**src/rtl/opn_seq_pkg.sv**
```systemverilog
// Shared types and constants for the OPN register-write sequencer.
// Imported by opn_bus_writer and opn_reg_sequencer.
package opn_seq_pkg;

  // ST_WRITE is where the sequencer waits while the bus writer walks A_LO..D_HI.
  typedef enum logic [2:0] {
    ST_IDLE, ST_FETCH, ST_A_LO, ST_A_HI, ST_D_LO, ST_D_HI, ST_GAP, ST_WRITE
  } seq_state_e;

  localparam int ENT_BANK  = 17;
  localparam int ENT_PERCH = 16;
  localparam logic [7:0] REG_KON = 8'h28;

  function automatic logic [2:0] ch_map(input logic [2:0] ch);
    if (ch >= 3'd3) return {1'b1, 2'(ch - 3'd3)};
    return {1'b0, ch[1:0]};
  endfunction

endpackage

```
**src/rtl/opn_bus_writer.sv**
```systemverilog
// One two-phase (address then data) host-bus write to the FM/PSG core.
// Accepts go when idle, raises ack on the last D_HI cycle.
module opn_bus_writer
  import opn_seq_pkg::*;
#(
  parameter int PULSE_CYC = 1
) (
  input  logic       clk,
  input  logic       rst,
  input  logic       cen,
  input  logic       go,
  input  logic       bank,
  input  logic [7:0] reg_byte,
  input  logic [7:0] val_byte,
  output logic       ack,
  output logic       cs_n,
  output logic       wr_n,
  output logic [1:0] addr,
  output logic [7:0] dout
);

  localparam int PW = (PULSE_CYC > 1) ? $clog2(PULSE_CYC) : 1;

  seq_state_e     phase, phase_next;
  logic [PW-1:0]  cnt;
  logic [7:0]     val_q;
  logic           pulse_end;

  assign pulse_end = (cnt == PW'(PULSE_CYC - 1));

  always_ff @(posedge clk) begin
    if (rst) begin
      phase <= ST_IDLE;
      cnt   <= '0;
      val_q <= '0;
      addr  <= '0;
      dout  <= '0;
    end else if (cen) begin
      phase <= phase_next;
      if (phase == ST_IDLE || pulse_end) cnt <= '0;
      else                               cnt <= cnt + 1'b1;
      if (phase == ST_IDLE && go) begin
        addr  <= {bank, 1'b0};
        dout  <= reg_byte;
        val_q <= val_byte;
      end else if (phase == ST_A_HI && pulse_end) begin
        addr[0] <= 1'b1;
        dout    <= val_q;
      end
    end
  end

  always_comb begin
    phase_next = phase;
    ack        = 1'b0;
    case (phase)
      ST_IDLE: if (go)        phase_next = ST_A_LO;
      ST_A_LO: if (pulse_end) phase_next = ST_A_HI;
      ST_A_HI: if (pulse_end) phase_next = ST_D_LO;
      ST_D_LO: if (pulse_end) phase_next = ST_D_HI;
      ST_D_HI: if (pulse_end) begin
        phase_next = ST_IDLE;
        ack        = cen;
      end
      default: phase_next = ST_IDLE;
    endcase
  end

  // Strobes decode straight from the phase register so they freeze with cen.
  assign cs_n = (phase == ST_IDLE);
  assign wr_n = !(phase == ST_A_LO || phase == ST_D_LO);

endmodule

```
**src/rtl/opn_reg_sequencer.sv**
```systemverilog
// Table-driven register-write sequencer for the OPN core host bus.
// Optional SEQ_BUSY_POLL_EN: poll the chip busy flag during the gap.
module opn_reg_sequencer
  import opn_seq_pkg::*;
#(
  parameter int DEPTH     = 32,
  parameter int BANKS     = 2,
  parameter int PULSE_CYC = 1,
  parameter int WAIT_CYC  = 476,
  localparam int AW       = $clog2(DEPTH)
) (
  input  logic          clk_in,
  input  logic          rst,
  input  logic          cen,
  input  logic          tbl_we,
  input  logic [AW-1:0] tbl_addr,
  input  logic [17:0]   tbl_data,
  input  logic [AW:0]   len,
  input  logic [2:0]    nch,
  input  logic          start,
`ifdef SEQ_BUSY_POLL_EN
  input  logic [7:0]    din_status,
  output logic          rd_n,
`endif
  output logic          busy,
  output logic          done,
  output logic          cs_n,
  output logic          wr_n,
  output logic [1:0]    addr,
  output logic [7:0]    dout
);

  localparam int GW = $clog2(WAIT_CYC + 1);
  localparam logic [2:0] NCH_MAX = 3'(3 * BANKS);

  logic [17:0]   table_mem [DEPTH];
  seq_state_e    state, state_next;
  logic [AW-1:0] idx;
  logic [AW:0]   len_q;
  logic [2:0]    nch_q, ch, nch_eff, map;
  logic [GW-1:0] gap_cnt;
  logic [17:0]   entry;
  logic [7:0]    reg_eff;
  logic          bank_eff, gap_end, last_ch, last_entry, go, ack;
  logic          wr_cs_n;
  logic [1:0]    wr_addr;

  always_ff @(posedge clk_in) begin
    if (tbl_we && state == ST_IDLE) table_mem[tbl_addr] <= tbl_data;
  end

  assign entry    = table_mem[idx];
  assign map      = ch_map(ch);
  assign reg_eff  = entry[ENT_PERCH] ? entry[15:8] + {6'd0, map[1:0]} : entry[15:8];
  assign bank_eff = entry[ENT_PERCH] ? map[2] : ((BANKS == 2) ? entry[ENT_BANK] : 1'b0);
  assign nch_eff  = (nch == 3'd0) ? 3'd1 : ((nch > NCH_MAX) ? NCH_MAX : nch);

  assign last_ch    = !entry[ENT_PERCH] || (ch == nch_q - 3'd1);
  assign last_entry = ({1'b0, idx} == len_q - 1'b1);
  assign go         = (state == ST_FETCH);
  assign busy       = (state != ST_IDLE);

`ifdef SEQ_BUSY_POLL_EN
  logic polling, sample;
  assign polling = (state == ST_GAP) && (gap_cnt >= GW'(32));
  assign sample  = polling && (gap_cnt[2:0] == 3'd7);
  assign gap_end = (sample && !din_status[7]) || (gap_cnt == GW'(WAIT_CYC - 1));
  assign rd_n    = !polling;
  assign cs_n    = wr_cs_n && !polling;
  assign addr    = polling ? 2'b00 : wr_addr;
`else
  assign gap_end = (gap_cnt == GW'(WAIT_CYC - 1));
  assign cs_n    = wr_cs_n;
  assign addr    = wr_addr;
`endif

  always_ff @(posedge clk_in) begin
    if (rst) begin
      state   <= ST_IDLE;
      idx     <= '0;
      ch      <= '0;
      len_q   <= '0;
      nch_q   <= '0;
      gap_cnt <= '0;
      done    <= 1'b0;
    end else begin
      done <= 1'b0;
      if (cen) begin
        state <= state_next;
        case (state)
          ST_IDLE: if (start) begin
            len_q <= len;
            nch_q <= nch_eff;
            idx   <= '0;
            ch    <= '0;
            done  <= (len == '0);
          end
          ST_GAP: begin
            gap_cnt <= gap_cnt + 1'b1;
            if (gap_end) begin
              gap_cnt <= '0;
              if (!last_ch)        ch <= ch + 1'b1;
              else begin
                ch <= '0;
                if (last_entry)    done <= 1'b1;
                else               idx  <= idx + 1'b1;
              end
            end
          end
          default: ;
        endcase
      end
    end
  end

  always_comb begin
    state_next = state;
    case (state)
      ST_IDLE:  if (start && len != '0) state_next = ST_FETCH;
      ST_FETCH: state_next = ST_WRITE;
      ST_WRITE: if (ack) state_next = ST_GAP;
      ST_GAP:   if (gap_end) state_next = (last_ch && last_entry) ? ST_IDLE : ST_FETCH;
      default:  state_next = ST_IDLE;
    endcase
  end

  opn_bus_writer #(.PULSE_CYC(PULSE_CYC)) u_writer (
    .clk      (clk_in),
    .rst      (rst),
    .cen      (cen),
    .go       (go),
    .bank     (bank_eff),
    .reg_byte (reg_eff),
    .val_byte (entry[7:0]),
    .ack      (ack),
    .cs_n     (wr_cs_n),
    .wr_n     (wr_n),
    .addr     (wr_addr),
    .dout     (dout)
  );

endmodule

```
**config.mk**
```make
export PLATFORM = sky130hd
export DESIGN_NAME = opn_reg_sequencer
export DESIGN_NICKNAME = d
export VERILOG_FILES = /design/src/rtl/opn_seq_pkg.sv /design/src/rtl/opn_bus_writer.sv /design/src/rtl/opn_reg_sequencer.sv
export SDC_FILE = /design/constraint.sdc
export NUM_CORES = 1
export LEC_CHECK = 0
export CAP_MARGIN = 20
export CORE_MARGIN = 1.5
export CORE_UTILIZATION = 60
export DETAILED_ROUTE_END_ITERATION = 10
export PLACE_DENSITY_LB_ADDON = 0.15
export SLEW_MARGIN = 20
export SYNTH_ARGS = -nofsm -noshare
export SYNTH_HDL_FRONTEND = slang
export SYNTH_HIERARCHICAL = 1
export SYNTH_SLANG_ARGS = --single-unit
```
**constraint.sdc**
```tcl
create_clock -name clk_in -period 3.8 [get_ports clk_in]
set_input_delay 0.38 -clock clk_in [delete_from_list [all_inputs] [get_ports clk_in]]
set_output_delay 0.38 -clock clk_in [all_outputs]
set_load 0.005 [all_outputs]
```
==> results by group, run 1 <==
Timing
  – Post-layout minimum cycle time: 3.58 ns
  – # setup viols final: 0
  – Worst slew pin tran: 1.09 ns
  – Crit share post-route: 94.3%
  – Slew Limit Fails: 0
  – Final Skew: 0.0236 ns
  – RSZ-0062 raised after global routing: false
  – Fin. Hold Viols: 0
  – FMAX: 279 MHz
  – Sum of negative setup slack: 0 ns
  – Slew margin rel.: 27.3%

Yosys
  – Syn_nets: 1,316
  – Top cells by count, synth: edfxtp_1, mux4_2, nor2_1
  – EDFF count, synth: 576
  – Synth warnings: 6
  – Ranking of synthesized cells by area: edfxtp_1, mux4_2, dfxtp_1
  – Synth unique cells: roughly 80
  – Flop and latch count out of synthesis: 632
  – Top-area cell type share of the netlist area: roughly 68%
  – Cell area after synthesis: around 25,000 um2
  – Syn Area/Cell: 20.0 um2
  – Primary FF master, synth: edfxtp_1
  – Seq/Total Area, Yosys: roughly 73%
  – Fraction of registers with async set/reset: 0%
  – Most frequent cell after synthesis: edfxtp_1
  – Synth area leader: edfxtp_1
  – Mapped Cells: around 1,300

Final layout
  – Cell Count, Final, Fillers Out: 1,968
  – Nets@finish: 1,424
  – Share of post-route cells with drive strength above 1: 24.1%
  – Filler cells: 2,593
  – # diodes: 0
  – P&R area growth vs syn: 14.0%

Global routing
  – GRT Util Overall: a little over a quarter
  – Initial antenna violation count: 1
  – Via count of the first global-routing pass: about 13,000
  – GRT overflow: 0
  – Largest net degree at the start of global routing: 64
  – First-pass GRT wire length: ~83 mm

Worst setup path
  – Reg2reg end: u_writer/dout[2]$_SDFFE_PP0P_
  – Largest fanout on the critical path: 59
  – Cells on worst reg2reg path: 12
  – Worst path required time: roughly 4.3 ns
  – Data arrival, critical path: 4.12 ns
  – Setup crit end kind: register
  – Startpoint types: register
  – Crit Path Class: register to register
  – Reg2reg setup slack: 0.22 ns
  – CP Capture Point: u_writer/dout[2]$_SDFFE_PP0P_

Floorplan
  – Die Area: 43,500 um2
  – Initial core utilization: slightly above 60%
  – Chip height: ~210 um
  – I/O pin count: 51
  – Core Region: around 42,000 um2
  – Number of placement rows: 75
  – Die X: 209 um

Clock tree
  – Hold_buf cts: 0
  – CTS Buffer Depth: 3
  – Total CTS buffers: 61
  – Root buffer cell: clkbuf_16
  – Setup Buffers After CTS: 0
  – Clk slew on worst S/H paths: 0.06 ns
  – Clk sinks: 632
  – CTS tree: yes
  – Worst skew pair latency: between 0.6 and 0.7 ns
  – CTS resizes: 0
  – H-tree depth: 2

Placement
  – RePlAce Congestion: 0.827
  – IO Port Bufs: 50
  – Placed instance count: approximately 1,900
  – Final HPWL DP: about 32 mm

Routing
  – # DRC: 0
  – Wirelength per Cell: ~29 um
  – DR vias: ~13,000
  – Initial DRC count: 1,443
  – Vias per cell: 6.49
  – Final ANT Viol Nets: 0
  – Drt pass-1 iters: 5
  – Routed Wire Length: 56.8 mm

Flow run
  – Max Cap Viol: 0

Power and ir drop
  – Cell Pwr Density: 501 nW/um2
  – Leak: 9.15 nW
  – Max IR drop VDD: 0.000381 V

Status
  – Status: finished clean

Hold path
  – Worst Hold Class: input port to register
  – Min-delay src: tbl_data[6]
==> final cells by class <==
cell class	instances	area (um2)	area share [%]
multi-input cells	562	6550	22.7
inverters	20	75.1	0.260
clock buffers	72	1610	5.56
flip-flops and latches	632	18400	63.7
well taps	539	674	2.33
repair buffers	101	1010	3.51
clock inverters	42	559	1.93
==> logic make-up after synthesis <==
group / after synthesis / share of synthesized area [%]
simple gates: 237 / 4.63
flops: 632 / 72.6
buf+inv: 76 / 1.82
mux: 200 / 16.6
fa+ha+maj: 9 / 0.474
compound gates: 95 / 3.01
xor+xnor: 21 / 0.780
==> state kept, by name, indices dropped and copies added, names as in the netlist, named ones only <==
signal,count
ch,3
done,1
gap_cnt,9
idx,5
len_q,6
nch_q,3
state,2
table_mem,576
u_writer/addr,2
u_writer/cnt,1
u_writer/dout,8
u_writer/phase,3
u_writer/val_q,8
==> worst max-delay path: stages, from the launching register on <==
cell and delay, ns:
dfxtp_4 0.47, buf_12 0.35, mux4_1 0.66, mux4_2 0.54
nand2_1 0.11, nand2_1 0.06, ha_1 0.22, inv_1 0.08
fa_1 0.25, nor2_1 0.08, xnor2_1 0.20, mux2i_1 0.11
a211oi_2 0.23
==> report_power, final <==
part           leakage, nW  internal, mW  switching [mW]  total (mW)
Sequential            5.64          7.64          0.0244        7.66
Combinational         2.45         0.122           0.231       0.353
Clock                 1.06          3.90            2.56        6.46
Total                 9.15          11.7            2.81        14.5
==> placed cells by master (no fill, tap or decap), drive strengths merged, types with 4 or more instances in the layout <==
| cell type | count |
|---|---|
| edfxtp | 576 |
| mux4 | 165 |
| nor2 | 84 |
| nand2 | 72 |
| clkbuf | 72 |
| dfxtp | 56 |
| buf | 55 |
| clkdlybuf4s50 | 46 |
| mux2i | 33 |
| clkinv | 24 |
| inv | 22 |
| a21oi | 19 |
| a211oi | 16 |
| bufinv | 13 |
| nand3 | 12 |
| xor2 | 11 |
| nor3 | 9 |
| o21ai | 9 |
| o22ai | 9 |
| xnor2 | 9 |
| or3 | 8 |
| ha | 8 |
| nor2b | 7 |
| nand3b | 7 |
| o32ai | 5 |
| nand2b | 4 |
| a22o | 4 |
| or3b | 4 |
| and3 | 4 |
| nor4 | 4 |
==> per-stage QoR <==
stage	hold slack (ns)	power, mW	util (%)	setup slack (ns)	area, um2
6_report	0.268	14.5	69.1	0.216	28900
5_1_grt	0.271	14.8	69.1	0.00939	28900
4_1_cts	0.320	14.6	69.1	0.225	28900
3_5_place_dp	0.450	8.16	63.9	0.243	26800
3_3_place_gp	0.443	8.15	63.9	0.276	26800
2_1_floorplan	0.436	7.95	-	0.509	25400
==> worst min-delay path by stage <==
stage | slack (ns) | depth (start not counted) | end
after floorplan | 0.44 | 2 | nch_q[1]$_SDFFE_PP0P_
after global placement | 0.44 | 2 | u_writer/addr[0]$_SDFFE_PP0P_
after detailed placement | 0.45 | 2 | u_writer/addr[0]$_SDFFE_PP0P_
after CTS | 0.32 | 3 | len_q[3]$_SDFFE_PP0P_
after global routing | 0.27 | 1 | table_mem[31][6]$_DFFE_PP_
final | 0.27 | 1 | table_mem[31][6]$_DFFE_PP_
==> metal layers <==
layer  share of wire [%]  wire, um  GRT usage [%]  vias up
met1                  40     22900           37.8     6635
met5               0.023        13              0        -
met3                 8.0      4530           4.71       99
li1                    -         -              -     5464
met4                 2.5      1430           8.07        2
met2                  49     27900           43.7      573
No activity file was read; power rests on OpenSTA's default activity.
==> run 2, diff against run 1 <==
--- a/config.mk
+++ b/config.mk
@@ -5,7 +5,6 @@
 export SDC_FILE = /design/constraint.sdc
 export NUM_CORES = 1
 export LEC_CHECK = 0
-export CAP_MARGIN = 20
 export CORE_MARGIN = 1.5
 export CORE_UTILIZATION = 60
 export DETAILED_ROUTE_END_ITERATION = 10
==> results of run 2 <==
Final layout, timing and power as in run 1 (identical DEF).
==> run 3, diff against run 2 <==
--- a/config.mk
+++ b/config.mk
@@ -8,7 +8,7 @@
 export CORE_MARGIN = 1.5
 export CORE_UTILIZATION = 60
 export DETAILED_ROUTE_END_ITERATION = 10
-export PLACE_DENSITY_LB_ADDON = 0.15
+export PLACE_DENSITY_LB_ADDON = 0.2
 export SLEW_MARGIN = 20
 export SYNTH_ARGS = -nofsm -noshare
 export SYNTH_HDL_FRONTEND = slang
==> results by group, run 3 (synthesis gave the netlist of run 1 again) <==
Timing
  – Slew margin rel.: 26.6%
  – Fin worst setup slack: about 0.28 ns
  – # setup viols final: 0
  – Fin. Hold Viols: 0
  – Post-layout minimum cycle time: around 3.5 ns
  – RSZ-0062 raised after global routing: false
  – Crit share post-route: about 93%
  – Worst slew pin tran: 1.10 ns
  – Final Skew: 0.0164 ns
  – Slew Limit Fails: 0
  – FMAX: 284 MHz
  – Sum of negative setup slack: 0 ns

Floorplan
  – Core Region: 41,900 um2
  – Number of placement rows: 75
  – Initial core utilization: between 60 and 70%
  – Die Area: 43,500 um2
  – Chip height: 209 um
  – Die X: around 210 um
  – I/O pin count: slightly above 50

Global routing
  – GRT Util Overall: 27.3%
  – Largest net degree at the start of global routing: 45
  – First-pass GRT wire length: approximately 85 mm
  – Initial antenna violation count: 2
  – Via count of the first global-routing pass: 13,000
  – GRT overflow: 0

Flow run
  – Max Cap Viol: 0

Power and ir drop
  – Leak: 9.17 nW
  – Cell Int Power: 11.1 mW
  – Seq pwr share: 55.2%
  – Max IR drop VDD: around 0.00044 V
  – Clk pwr share: 42.3%
  – Cell Pwr Density: a little under 500 nW/um2
  – Sw power: 2.82 mW
  – Combinational share of power: 2.6%
  – Overall power: 13.9 mW
  – Switch share: between 20% and 30%

Worst setup path
  – Largest fanout on the critical path: 20
  – Setup crit end kind: register
  – CP Capture Point: u_writer/dout[7]$_SDFFE_PP0P_
  – Reg2reg end: u_writer/dout[7]$_SDFFE_PP0P_
  – Worst path required time: 4.34 ns
  – Startpoint types: register
  – Reg2reg setup slack: 0.28 ns
  – Data arrival, critical path: 4.06 ns
  – Crit Path Class: register to register
  – Cells on worst reg2reg path: 11

Clock tree
  – Clk slew on worst S/H paths: 0.06 ns
  – Root buffer cell: clkbuf_16
  – CTS tree: yes
  – CTS Buffer Depth: 3
  – Hold_buf cts: 0
  – CTS resizes: 0
  – Clk sinks: 632
  – Total CTS buffers: 61
  – H-tree depth: 2
  – Worst skew pair latency: 0.63 ns
  – Setup Buffers After CTS: 0

Placement
  – Post-Place Worst Slack: 0.326 ns
  – IO Port Bufs: 50
  – RePlAce Congestion: 0.908
  – Final HPWL DP: 35.3 mm

Status
  – Status: finished clean

Hold path
  – Hold Path Stages: 1
  – Worst Hold Class: input port to register

Routing
  – Drt pass-1 iters: 5
  – Vias per cell: 6.52
  – Initial DRC count: 1,507
  – DR vias: 13,000
  – Routed Wire Length: between 50 and 60 mm
  – Wirelength per Cell: 29.2 um
  – Final ANT Viol Nets: 0
  – # DRC: 0

Final layout
  – Most frequent cells in the layout: edfxtp_1, mux4_2, nand2_1
  – Largest registers: table_mem x576, gap_cnt x9
  – Share of post-route cells with drive strength above 1: 25.2%
  – Nets@finish: between 1,000 and 1,500
  – Most common cell after layout, fill and taps aside: edfxtp_1
  – Reg with most FFs: table_mem
  – Max FFs per register: 576
  – Final core occ: 68.8%
  – P&R area growth vs syn: 13.5%
[run 3: changes by cell type in the layout (fill, tap and decap cells not counted), moves of 2 or more]
| cell | change |
|---|---|
| buf_4 | +29 |
| bufinv_16 | -9 |
| clkbuf_1 | +6 |
| buf_12 | -5 |
| clkinv_2 | +5 |
| buf_2 | +4 |
| clkdlybuf4s50_1 | -4 |
| clkbuf_8 | -2 |
| clkinv_1 | +2 |
| clkinvlp_4 | -2 |
| diode_2 | +2 |
| inv_6 | -2 |
[run 3: metrics by stage]
stage	instances	hold WS, ns	instance area [um2]
CTS	1993	0.333	28800
global route	1994	0.281	28800
global placement	1878	0.450	26900
finish	1995	0.278	28800
detailed placement	1878	0.463	26900
floorplan	1270	0.436	25400
[run 3: worst min-delay path by stage]
stage	from	endpoint	slack (ns)
detailed placement	nch_q[1]$_SDFFE_PP0P_	nch_q[1]$_SDFFE_PP0P_	0.46
global route	tbl_data[6]	table_mem[23][6]$_DFFE_PP_	0.28
floorplan	nch_q[1]$_SDFFE_PP0P_	nch_q[1]$_SDFFE_PP0P_	0.44
finish	tbl_data[0]	table_mem[10][0]$_DFFE_PP_	0.28
CTS	len[1]	len_q[1]$_SDFFE_PP0P_	0.33
global placement	nch_q[1]$_SDFFE_PP0P_	nch_q[1]$_SDFFE_PP0P_	0.45
[run 3: worst max-delay path: stages, from the launching register on]
cell      delay, ns
dfxtp_4        0.55
mux4_1         0.60
mux4_2         0.51
mux2i_1        0.28
inv_1          0.11
ha_1           0.30
a21o_1         0.11
o21ai_0        0.13
nor4_1         0.31
xnor2_1        0.16
mux2i_1        0.10
a211oi_2       0.25
[run 3: area by class of cell]
type | instances | area, um2
sequential | 632 | 18400
fill | 2577 | 13100
multi-input combinational | 562 | 6550
clock buffer | 78 | 1640
timing repair buffer | 125 | 1110
tap | 539 | 674
clock inverter | 37 | 302
inverter | 20 | 75.1
antenna | 2 | 5.00
[run 3: power by group through the flow]
stage	logic, mW	registers, mW	clock network (mW)
2_1_floorplan	0.156	7.80	0
3_3_place_gp	0.343	7.81	0
3_5_place_dp	0.357	7.81	0
4_1_cts	0.359	7.66	5.94
5_1_grt	0.384	7.66	6.20
6_report	0.356	7.66	5.87
[run 3: routing by layer]
metal  track usage (%)  part of all wire, %
met3              5.74                  8.0
met1              38.3                   40
met4              9.92                  3.3
met5                 0                    0
met2              43.2                   48
